<file path="src/rtl/mem_arb_pkg.sv">
// Shared types for the data-memory arbiter: FSM states, owner encoding and the
// latched memory command. Command fields are sized to the 16x4 prog_mem geometry.
package mem_arb_pkg;

    localparam int MEM_AW = 4;
    localparam int MEM_DW = 4;

    typedef enum logic {
        ARB_IDLE   = 1'b0,
        ARB_ACCESS = 1'b1
    } arb_state_t;

    typedef enum logic {
        OWN_CPU = 1'b0,
        OWN_LD  = 1'b1
    } owner_t;

    typedef struct packed {
        logic              we;
        logic [MEM_AW-1:0] addr;
        logic [MEM_DW-1:0] wdata;
    } mem_cmd_t;

endpackage

</file>
<file path="src/rtl/mem_arbiter_arb_pick.sv">
// Combinational winner select between the CPU and loader requesters.
// MEM_ARB_ROUND_ROBIN_EN: ties alternate using the last-winner pointer; otherwise CPU wins ties.
module arb_pick
    import mem_arb_pkg::*;
(
    input  logic   cpu_req,
    input  logic   ld_req,
`ifdef MEM_ARB_ROUND_ROBIN_EN
    input  owner_t last_winner,
`endif
    output owner_t winner
);

    always_comb begin
        winner = OWN_CPU;
        if (cpu_req && ld_req) begin
`ifdef MEM_ARB_ROUND_ROBIN_EN
            // The requester that did not win most recently takes the tie.
            winner = (last_winner == OWN_CPU) ? OWN_LD : OWN_CPU;
`else
            winner = OWN_CPU;
`endif
        end else if (ld_req) begin
            winner = OWN_LD;
        end
    end

endmodule

</file>
<file path="src/rtl/mem_arbiter.sv">
// Two-port req/gnt arbiter in front of the single-port data memory, one access per clock.
// MEM_ARB_ROUND_ROBIN_EN selects round-robin tie breaking (default: fixed CPU priority).
module mem_arbiter
    import mem_arb_pkg::*;
#(
    parameter int AW = MEM_AW,
    parameter int DW = MEM_DW
) (
    input  logic          clk,
    input  logic          reset,

    input  logic          cpu_req,
    input  logic          cpu_we,
    input  logic [AW-1:0] cpu_addr,
    input  logic [DW-1:0] cpu_wdata,
    output logic          cpu_gnt,
    output logic          cpu_rvalid,
    output logic [DW-1:0] cpu_rdata,

    input  logic          ld_req,
    input  logic          ld_we,
    input  logic [AW-1:0] ld_addr,
    input  logic [DW-1:0] ld_wdata,
    output logic          ld_gnt,
    output logic          ld_rvalid,
    output logic [DW-1:0] ld_rdata,

    output logic          mem_we,
    output logic [AW-1:0] mem_addr,
    output logic [DW-1:0] mem_data,
    input  logic [DW-1:0] mem_out
);

    arb_state_t state_q, state_d;
    owner_t     owner_q, owner_d;
    owner_t     winner;
    mem_cmd_t   cmd_q, cmd_d;
    logic       any_req;
    logic       cpu_rvalid_q, ld_rvalid_q;

`ifdef MEM_ARB_ROUND_ROBIN_EN
    owner_t     last_q;
`endif

    assign any_req = cpu_req | ld_req;

    arb_pick u_pick (
        .cpu_req     (cpu_req),
        .ld_req      (ld_req),
`ifdef MEM_ARB_ROUND_ROBIN_EN
        .last_winner (last_q),
`endif
        .winner      (winner)
    );

    always_ff @(posedge clk or negedge reset) begin
        if (!reset) begin
            state_q      <= ARB_IDLE;
            owner_q      <= OWN_CPU;
            cmd_q        <= '0;
            cpu_rvalid_q <= 1'b0;
            ld_rvalid_q  <= 1'b0;
        end else begin
            state_q      <= state_d;
            owner_q      <= owner_d;
            cmd_q        <= cmd_d;
            // Read data lands one cycle after the gnt cycle, matching the memory's address register.
            cpu_rvalid_q <= (state_q == ARB_ACCESS) && (owner_q == OWN_CPU) && !cmd_q.we;
            ld_rvalid_q  <= (state_q == ARB_ACCESS) && (owner_q == OWN_LD) && !cmd_q.we;
        end
    end

`ifdef MEM_ARB_ROUND_ROBIN_EN
    always_ff @(posedge clk or negedge reset) begin
        if (!reset) begin
            last_q <= OWN_LD;
        end else if (any_req) begin
            last_q <= winner;
        end
    end
`endif

    always_comb begin
        state_d = ARB_IDLE;
        owner_d = owner_q;
        cmd_d   = cmd_q;
        if (any_req) begin
            state_d = ARB_ACCESS;
            owner_d = winner;
            if (winner == OWN_LD) begin
                cmd_d = '{we: ld_we, addr: ld_addr, wdata: ld_wdata};
            end else begin
                cmd_d = '{we: cpu_we, addr: cpu_addr, wdata: cpu_wdata};
            end
        end
    end

    always_comb begin
        mem_we   = 1'b0;
        mem_addr = '0;
        mem_data = '0;
        cpu_gnt  = 1'b0;
        ld_gnt   = 1'b0;
        if (state_q == ARB_ACCESS) begin
            mem_we   = cmd_q.we;
            mem_addr = cmd_q.addr;
            mem_data = cmd_q.wdata;
            cpu_gnt  = (owner_q == OWN_CPU);
            ld_gnt   = (owner_q == OWN_LD);
        end
    end

    assign cpu_rvalid = cpu_rvalid_q;
    assign ld_rvalid  = ld_rvalid_q;
    assign cpu_rdata  = cpu_rvalid_q ? mem_out : '0;
    assign ld_rdata   = ld_rvalid_q  ? mem_out : '0;

endmodule

</file>
<file path="config.mk">
export PLATFORM = sky130hd
export DESIGN_NAME = mem_arbiter
export DESIGN_NICKNAME = d
export VERILOG_FILES = /design/src/rtl/mem_arb_pkg.sv /design/src/rtl/mem_arbiter_arb_pick.sv /design/src/rtl/mem_arbiter.sv
export SDC_FILE = /design/constraint.sdc
export NUM_CORES = 1
export LEC_CHECK = 0
export CAP_MARGIN = 10
export CORE_MARGIN = 2
export CORE_UTILIZATION = 36
export DETAILED_ROUTE_END_ITERATION = 7
export GPL_TIMING_DRIVEN = 0
export PLACE_DENSITY = 0.93
export RECOVER_POWER = 50
export SLEW_MARGIN = 25
export SYNTH_ARGS = -nofsm -noshare
export SYNTH_HDL_FRONTEND = slang
export SYNTH_SLANG_ARGS = --single-unit
</file>
<file path="constraint.sdc">
create_clock -name clk -period 1.9 [get_ports clk]
set_input_delay 0.38 -clock clk [delete_from_list [all_inputs] [get_ports clk]]
set_output_delay 0.38 -clock clk [all_outputs]
set_load 0.01 [all_outputs]
</file>
==> results of run 1 <==
## stage by stage
| step | total power, mW | hold slack, ns | instances | cell area [um2] |
|---|---|---|---|---|
| floorplan | 0.399 | 0.0844 | 68 | 673 |
| global placement | 0.527 | 0.462 | 138 | 1150 |
| detailed placement | 0.534 | 0.464 | 138 | 1150 |
| CTS | 0.699 | 0.343 | 142 | 1180 |
| global route | 0.725 | 0.355 | 143 | 1200 |
| finish | 0.690 | 0.344 | 143 | 1200 |
## synth_stat cells
cell type	number
and2_1	18
nand2_1	9
and3b_1	1
dfrtp_1	13
or2_1	1
buf_4	2
nor2_1	2
o21ai_1	9
nor3b_1	1
mux2i_1	9
buf_6	1
nor2b_1	1
clkbuf_1	1
## layer usage
metal | up-vias | GRT usage | share of wire
li1 | 323 | - | -
met1 | 293 | 0.153 | 0.37
met2 | 39 | 0.322 | 0.53
met3 | 2 | 0.0462 | 0.096
met4 | 0 | 0.0500 | 0.0049
met5 | - | 0 | 0
## kinds of logic after synthesis
logic type,share of synthesized area
AO/OA/AOI/OAI,0.0669
AND/OR/NAND/NOR,0.271
buffers and inverters,0.0446
flip-flops,0.483
multiplexers,0.134
## cell type report
type	count	share of cell area
plain buffers	4	0.0220
clock buffers	4	0.0220
multi-input cells	51	0.266
flip-flops and latches	13	0.272
well taps	25	0.0262
repair buffers	46	0.392
## flip-flops by register name (all words and copies together) (netlist names)
register and flops:
ld_rvalid 1, cpu_rvalid 1, owner_q 1, state_q 1, cmd_q 9
## report_power, final
group          switching, mW  internal, mW  total [mW]
clock network         0.0864        0.0811       0.168
registers             0.0152         0.300       0.315
logic                 0.0739         0.133       0.207
total                  0.176         0.514       0.690
## worst paths after layout
kind                       startpoint          end  slack (ns)
setup reg to reg              state_q    ld_rvalid        1.10
min in group asynchronous       reset     cmd_q[2]        0.54
max in group asynchronous       reset    ld_rvalid        0.99
hold reg to reg              cmd_q[8]   cpu_rvalid        0.47
hold / removal                cpu_req      owner_q        0.34
setup / recovery           mem_out[1]  ld_rdata[1]        0.02
## worst reg2reg max path, stage by stage, from the launching register on
cell and delay [ns]:
dfrtp_1 0.40, clkbuf_4 0.14, and3b_1 0.16
## placed cells by master (no fill, tap or decap)
| cell type | n |
|---|---|
| and2_1 | 18 |
| and3b_1 | 1 |
| buf_4 | 3 |
| clkbuf_1 | 2 |
| clkbuf_4 | 4 |
| clkdlybuf4s50_1 | 37 |
| dfrtp_1 | 13 |
| dlygate4sd2_1 | 1 |
| dlygate4sd3_1 | 2 |
| dlymetal6s2s_1 | 5 |
| mux2i_1 | 9 |
| nand2_1 | 9 |
| nor2_1 | 2 |
| nor2b_1 | 1 |
| nor3b_1 | 1 |
| o21ai_0 | 2 |
| o21ai_1 | 7 |
| or2_0 | 1 |
## timing repair
item | CTS | global route
gates resized for setup | 3 | 6
buffers inserted | 0 | 1
hold buffers | 0 | 0
setup endpoints to repair | 11 | 14
gates cloned | 0 | 0
pin swaps | 0 | 0
==> reports/results.ini, run 1 <==
[timing]
max_freq_ghz = 0.533
finalCritPeriodShare = 0.987
slew-limit-headroom = 0.578
setup_tns_ns = 0
tightestPinTransition_ns = 0.633
final.setup.worst_slack_ns = 0.0246
hold_viol_final = 0
fin_skew_ns = 0.000285
setup_violations = 0
drv_slew = 0
layout_min_cycle_time_ns = 1.88

[finish]
final_util = 0.685
diodes = 0
final_nets = 145
fill_cells = 156
seqCellArea_um2 = 325
multi_input_area_um2 = 318
drive_gt1_frac = 0.0593
syn_to_final_growth_pct = 77.7

[die]
num_rows = 15
die_height_um = 47.2
core-area_mm2 = 0.00175
num_io_pins = 47
dieWidth_um = 47.2
start_util = 0.386
die_area_mm2 = 0.00223

[clocking]
clkLatencyLatePin_ns = 0.26
cts_buffers = 3
clock_path_buffers = 2
cts_root_buf = clkbuf_4
cts_sinks = 13
htreeDepth = 1
clkSlewWorstSetupHoldPaths_ns = 0.08
cts_tree = done

[global_route]
grt_util_all_layers = 0.161
grt_pass1_vias = 623
antenna_found_initial = 0
grt_start_max_net_pins = 14
grt_pass1_wl_um = 2470
overflow = 0

[worst_hold_path]
min_path_cells = 2
hold_class = input pin to register

[setup_path]
cpPeakStageDelay_ns = 0.53
cp_common_cell = clkdlybuf4s50_1
critPathLaunchType = input pin
critPathKind = input pin to primary output
cp.required_ns = 1.52
crit_chain = clkdlybuf4s50_1 -> and2_1 -> clkdlybuf4s50_1
cp-end-kind = primary output
cp_top_family = buffers and inverters
path_max_fanout = 2
cpMaxStageDelayCell = clkdlybuf4s50_1
r2r_cells = 2
cp_num_buf_inv = 2
cp_num_cells = 3
critical_path_arrival_ns = 1.50

[yosys]
avgSynthCellArea_um2 = 9.90
ys_ff_latch = 13
ys_top_cells_by_area = dfrtp_1, and2_1, mux2i_1
synth_fp_nets = 94
yosysSeqAreaShare = 0.483
yosys.area.top_type = dfrtp_1
synth.distinct_cells = 13
synth_top_area_share = 0.483
syn_area_um2 = 673
yosys_warnings = 0
synthCells = 68

[placement]
gp_congestion = 0.639
hpwl_um = 1350
place_ws_ns = -0.00401
port-buffer-count = 45

[status]
outcome = complete, no violations

[route]
drt_iter0_drc = 3
vias = 657
routedWlPerCell_um = 11.5
via_per_inst = 4.59
ant_nets = 0
wl_um = 1650
route.detailed.drc = 0
first_pass_iters = 4

[flow_run]
maxCapViolCount = 0

[pwr]
p_leak_nw = 0.594
power_per_cell_area_mw_per_mm2 = 577
peakVddDrop_mv = 0.428

Note: power is estimated with default switching activity, not from simulation.
==> run 2, diff against run 1 <==
ABC_AREA = 1   (was unset)
CORE_UTILIZATION = 37   (was 36)
GPL_TIMING_DRIVEN = unset   (was 0)
PLACE_DENSITY = 0.84   (was 0.93)
==> run 2 against run 1 <==
  * Sequential power rose by 2%
  * Non-clock buffer count fell by 3
  * Critical endpoint is now ld_rdata[2]
  * Hold slack improved by 0.13 ns
==> reports/results.ini, run 2 <==
[clocking]
cts_tree = done
postCtsSetupRepairBufs = 0
clkSlewWorstSetupHoldPaths_ns = 0.07
clock_path_buffers = 2
cts_buffers = 3
cts_root_buf = clkbuf_4
ctsHoldBuffers = 0
cts_sinks = 13
htreeDepth = 1
clkLatencyLatePin_ns = 0.27

[finish]
fin_cells = 169
final_nets = 171
final_util = 0.691
diodes = 0
drive_gt1_frac = 0.0417
largest_reg_flops = 9
final_cell_mix = clkdlybuf4s50_1, nand2_1, inv_1
top_register = cmd_q
final_area_mm2 = 0.00119
final_common_cell = clkdlybuf4s50_1
syn_to_final_growth_pct = 75.0

[pwr]
p_clk_frac = 0.244
p_sw_uw = 187
pwr-share-comb = 0.291
cellInternalPower_uw = 503
switching_share = 0.271
power_frac_seq = 0.465
p_leak_nw = 0.733
p_total_uw = 689
peakVddDrop_mv = 0.434
power_per_cell_area_mw_per_mm2 = 578

[route]
drt_iter0_drc = 12
wl_um = 1750
first_pass_iters = 4
ant_nets = 0
via_per_inst = 4.44
vias = 750
route.detailed.drc = 0
routedWlPerCell_um = 10.4

[yosys]
synth_fp_nets = 122
yosysMostFrequentCell = nand2_1
syn_area_um2 = 682
synthCells = 96
synthTopCellsByCount = nand2_1, inv_1, nand3_1
synth_edf_count = 0
synthArstFlopShare = 1.00
synth_ff_type = dfrtp_1
synth_top_area_share = 0.477
ys_ff_latch = 13
synth.distinct_cells = 11
yosysSeqAreaShare = 0.477
yosys.area.top_type = dfrtp_1
ys_top_cells_by_area = dfrtp_1, nand2_1, nand3_1
yosys_warnings = 0
avgSynthCellArea_um2 = 7.10

[global_route]
grt_pass1_wl_um = 2730
grt_util_all_layers = 0.181
grt_start_max_net_pins = 14
grt_pass1_vias = 675
antenna_found_initial = 0
overflow = 0

[setup_path]
cp.required_ns = 1.52
critical_path_arrival_ns = 1.49
critPathLaunchType = input pin
cp-end-kind = primary output
critPathKind = input pin to primary output
path_max_fanout = 2

[die]
core-area_mm2 = 0.00173
dieWidth_um = 46.9
num_rows = 15
die_height_um = 46.9
num_io_pins = 47
start_util = 0.395
die_area_mm2 = 0.00220

[status]
outcome = complete, no violations

[timing]
setup_violations = 0
finalCritPeriodShare = 0.983
hold_viol_final = 0
drv_slew = 0
rsz0062_at_grt = no
tightestPinTransition_ns = 0.631
slew-limit-headroom = 0.578
whs_ns = 0.477
layout_min_cycle_time_ns = 1.87
max_freq_ghz = 0.535
fin_skew_ns = 0.0000663

[flow_run]
maxCapViolCount = 0

[placement]
hpwl_um = 1440
dpl_cell_area_mm2 = 0.00116
port-buffer-count = 46
dp.cells = 165
gp_congestion = 0.735

[worst_hold_path]
hold_class = register to register

run 2: cell count changes in the layout (fill, tap and decap cells not counted), moves of 2 or more:
cell / previous run / this run
o21ai_0: 2 / 0
mux2i_1: 9 / 0
buf_4: 3 / 1
inv_1: 0 / 20
and2_1: 18 / 0
o21ai_1: 7 / 0
nand2_1: 9 / 36
nand3_1: 0 / 18
run 2: cell families (layout without fill, tap and decap cells):
family	Yosys count	after routing	synth area share
flip-flops	13	13	0.477
AO/OA/AOI/OAI	1	1	0.0110
AND/OR/NAND/NOR	58	58	0.365
buffers and inverters	24	72	0.147
run 2: layout make-up:
| cell class | instances | area, um2 |
|---|---|---|
| fillers | 160 | 533 |
| repair buffers | 47 | 482 |
| flip-flops and latches | 13 | 327 |
| multi-input cells | 59 | 249 |
| inverters | 21 | 78.8 |
| well taps | 25 | 31.3 |
| clock buffers | 4 | 26.3 |
run 2: final timing paths:
check	from	to	slack, ns	cells past startpoint
max	mem_out[2]	ld_rdata[2]	0.03	4
max in group asynchronous	reset	state_q	0.94	1
min	owner_q	cpu_rvalid	0.48	1
min in group asynchronous	reset	cmd_q[1]	0.54	1
max reg2reg	state_q	cpu_rvalid	1.16	2
min reg2reg	owner_q	cpu_rvalid	0.48	1
run 2: critical path: stages:
cell and delay (ns):
clkdlybuf4s50_1 0.48, nand2_1 0.06, inv_1 0.05, clkdlybuf4s50_1 0.52
run 2: power groups by stage:
stage | registers (mW) | logic, mW | clock network (mW)
after floorplan | 0.320 | 0.0775 | 0
after global placement | 0.324 | 0.205 | 0
after detailed placement | 0.326 | 0.209 | 0
after CTS | 0.321 | 0.209 | 0.176
after global routing | 0.325 | 0.222 | 0.185
final | 0.320 | 0.201 | 0.168
run 2: per-stage QoR:
stage	TNS (ns)	setup WS [ns]
2_1_floorplan	0	0.874
3_3_place_gp	0	0.0303
3_5_place_dp	-0.000494	-0.000494
4_1_cts	0	0.00198
5_1_grt	0	0.00118
6_report	0	0.0314
run 2: metal layers:
metal | share of wire | routed length (um) | vias up | GRT usage
met2 | 0.52 | 914 | 39 | 0.337
met4 | 0.024 | 42 | 0 | 0.117
met3 | 0.10 | 181 | 4 | 0.0308
li1 | - | - | 381 | -
met5 | 0 | 0 | - | 0
met1 | 0.35 | 611 | 326 | 0.183
run 2: what timing repair did:
action                                  CTS  global route
endpoints found under the hold margin     0             0
gates cloned                              0             0
endpoints found under the setup margin    6             6
gates resized for setup                   2             6
==> variant (flow settings as in run 1) <==
Add a define of `MEM_ARB_ROUND_ROBIN_EN`.
--- a/src/rtl/mem_arbiter_arb_pick.sv
+++ b/src/rtl/mem_arbiter_arb_pick.sv
@@ -1,5 +1,7 @@
 // Combinational winner select between the CPU and loader requesters.
 // MEM_ARB_ROUND_ROBIN_EN: ties alternate using the last-winner pointer; otherwise CPU wins ties.
+`define MEM_ARB_ROUND_ROBIN_EN
+
 module arb_pick
     import mem_arb_pkg::*;
 (
Behaviour: not the same (a bounded check fails within 4 cycles, from zero or initial values and one cycle with reset low).
==> variant against run 1 <==
  * Sequential cell count increased by 1
  * Area after synthesis increased by 21%
  * Final area increased by 15%
  * Critical endpoint is now cpu_gnt
  * Register-to-register slack got worse by 0.51 ns
  * Total power increased by 23%
  * Cell count increased by 14%
  * Sequential power increased by 15%
  * Combinational power increased by 45%
  * Core utilization decreased by 4.9 points
  * Worst setup slack improved by 0.071 ns
  * Routed wire length increased by 48%
  * Count of clock-buffer cells in the layout unchanged
  * Highest routed layer unchanged
==> variant: results <==
export IMPL_worstPathMaxFanout=3
export IMPL_ff2ff_path_depth=4
export IMPL_pre_cts_ws_ns=-0.0226
export IMPL_synth_top_cells_by_count="and2_1, dfrtp_1, o21ai_1"
export IMPL_instances_no_fill=163
export IMPL_holdCritStartpoint="cmd_q[8]"
export IMPL_clk_latency_ns=0.29
export IMPL_hold_ws_ns=0.482
export IMPL_relSlewSlack_pct=56.3
export IMPL_status="finished clean"
export IMPL_placed_area_mm2=0.00131
export IMPL_drive_above_1_share_pct=7.41
export IMPL_port_buffer_count=46
export IMPL_holdCritPathClass="reg -> reg"
export IMPL_r2r_start="last_q"
export IMPL_worst_hold_path_num_cells=1
export IMPL_drt_iter0_markers=20
export IMPL_finalWeightedCongestion=0.714
export IMPL_crit_arrival_ns=1.42
export IMPL_r2r_slack_ns=0.59
export IMPL_ir_worst_vdd_mv=0.386
export IMPL_num_vias=865
export IMPL_finClkSkew_ns=0.00545
export IMPL_fillers=189
export IMPL_r2r_end="cmd_q[8]"
export IMPL_hpwlAfterDp_um=1720
export IMPL_power_leakage_nw=0.823
export IMPL_grt_util_all_layers_pct=19.1
export IMPL_synthTopCellsByArea="dfrtp_1, and2_1, mux2i_1"
export IMPL_avgSynthCellArea_um2=9.71
[variant: kinds of logic (layout without fill, tap and decap cells)]
group,count (synthesis),count (layout),synth area share [%]
simple gates,33,33,25.0
compound gates,20,20,14.0
flops,14,14,43.1
mux,9,9,11.0
buf+inv,8,59,6.90
[variant: metal layers]
metal  routed length, um  track usage [%]  share of wire (%)  vias up
met1                 898             19.4                 37      410
met3                 194             4.31                8.0       10
met2                1240             34.6                 51       46
met4                  93             12.7                3.8        0
li1                    -                -                  -      399
met5                   0                0                  0        -
[variant: what timing repair did]
item	in CTS	in global routing
endpoints found under the setup margin	11	17
gates resized for setup	4	17
hold buffers	0	0
setup buffers	1	0
endpoints found under the hold margin	0	0
[variant: report_power, final]
part	internal, mW	total (mW)	switching (mW)
Clock	0.0817	0.184	0.102
Combinational	0.176	0.301	0.126
Sequential	0.338	0.362	0.0238
Total	0.595	0.846	0.251
[variant: final cells by class]
type | instances | area, um2 | share of cell area [%]
multi-input combinational | 62 | 408 | 29.5
sequential | 14 | 352 | 25.5
buffer | 7 | 47.5 | 3.44
inverter | 1 | 3.75 | 0.272
timing repair buffer | 47 | 509 | 36.9
clock buffer | 4 | 26.3 | 1.90
tap | 28 | 35.0 | 2.54
[variant: how the worst max path moves through the flow]
| stage | from | to | slack, ns | cells past startpoint |
|---|---|---|---|---|
| 2_1_floorplan | state_q | ld_gnt | 0.81 | 2 |
| 3_3_place_gp | mem_out[0] | cpu_rdata[0] | 0.02 | 3 |
| 4_1_cts | mem_out[0] | ld_rdata[0] | 0.006 | 3 |
| 5_1_grt | state_q | cpu_gnt | 0.04 | 3 |
| 6_report | state_q | cpu_gnt | 0.1 | 3 |
| 3_5_place_dp | mem_out[0] | cpu_rdata[0] | -0.02 | 3 |
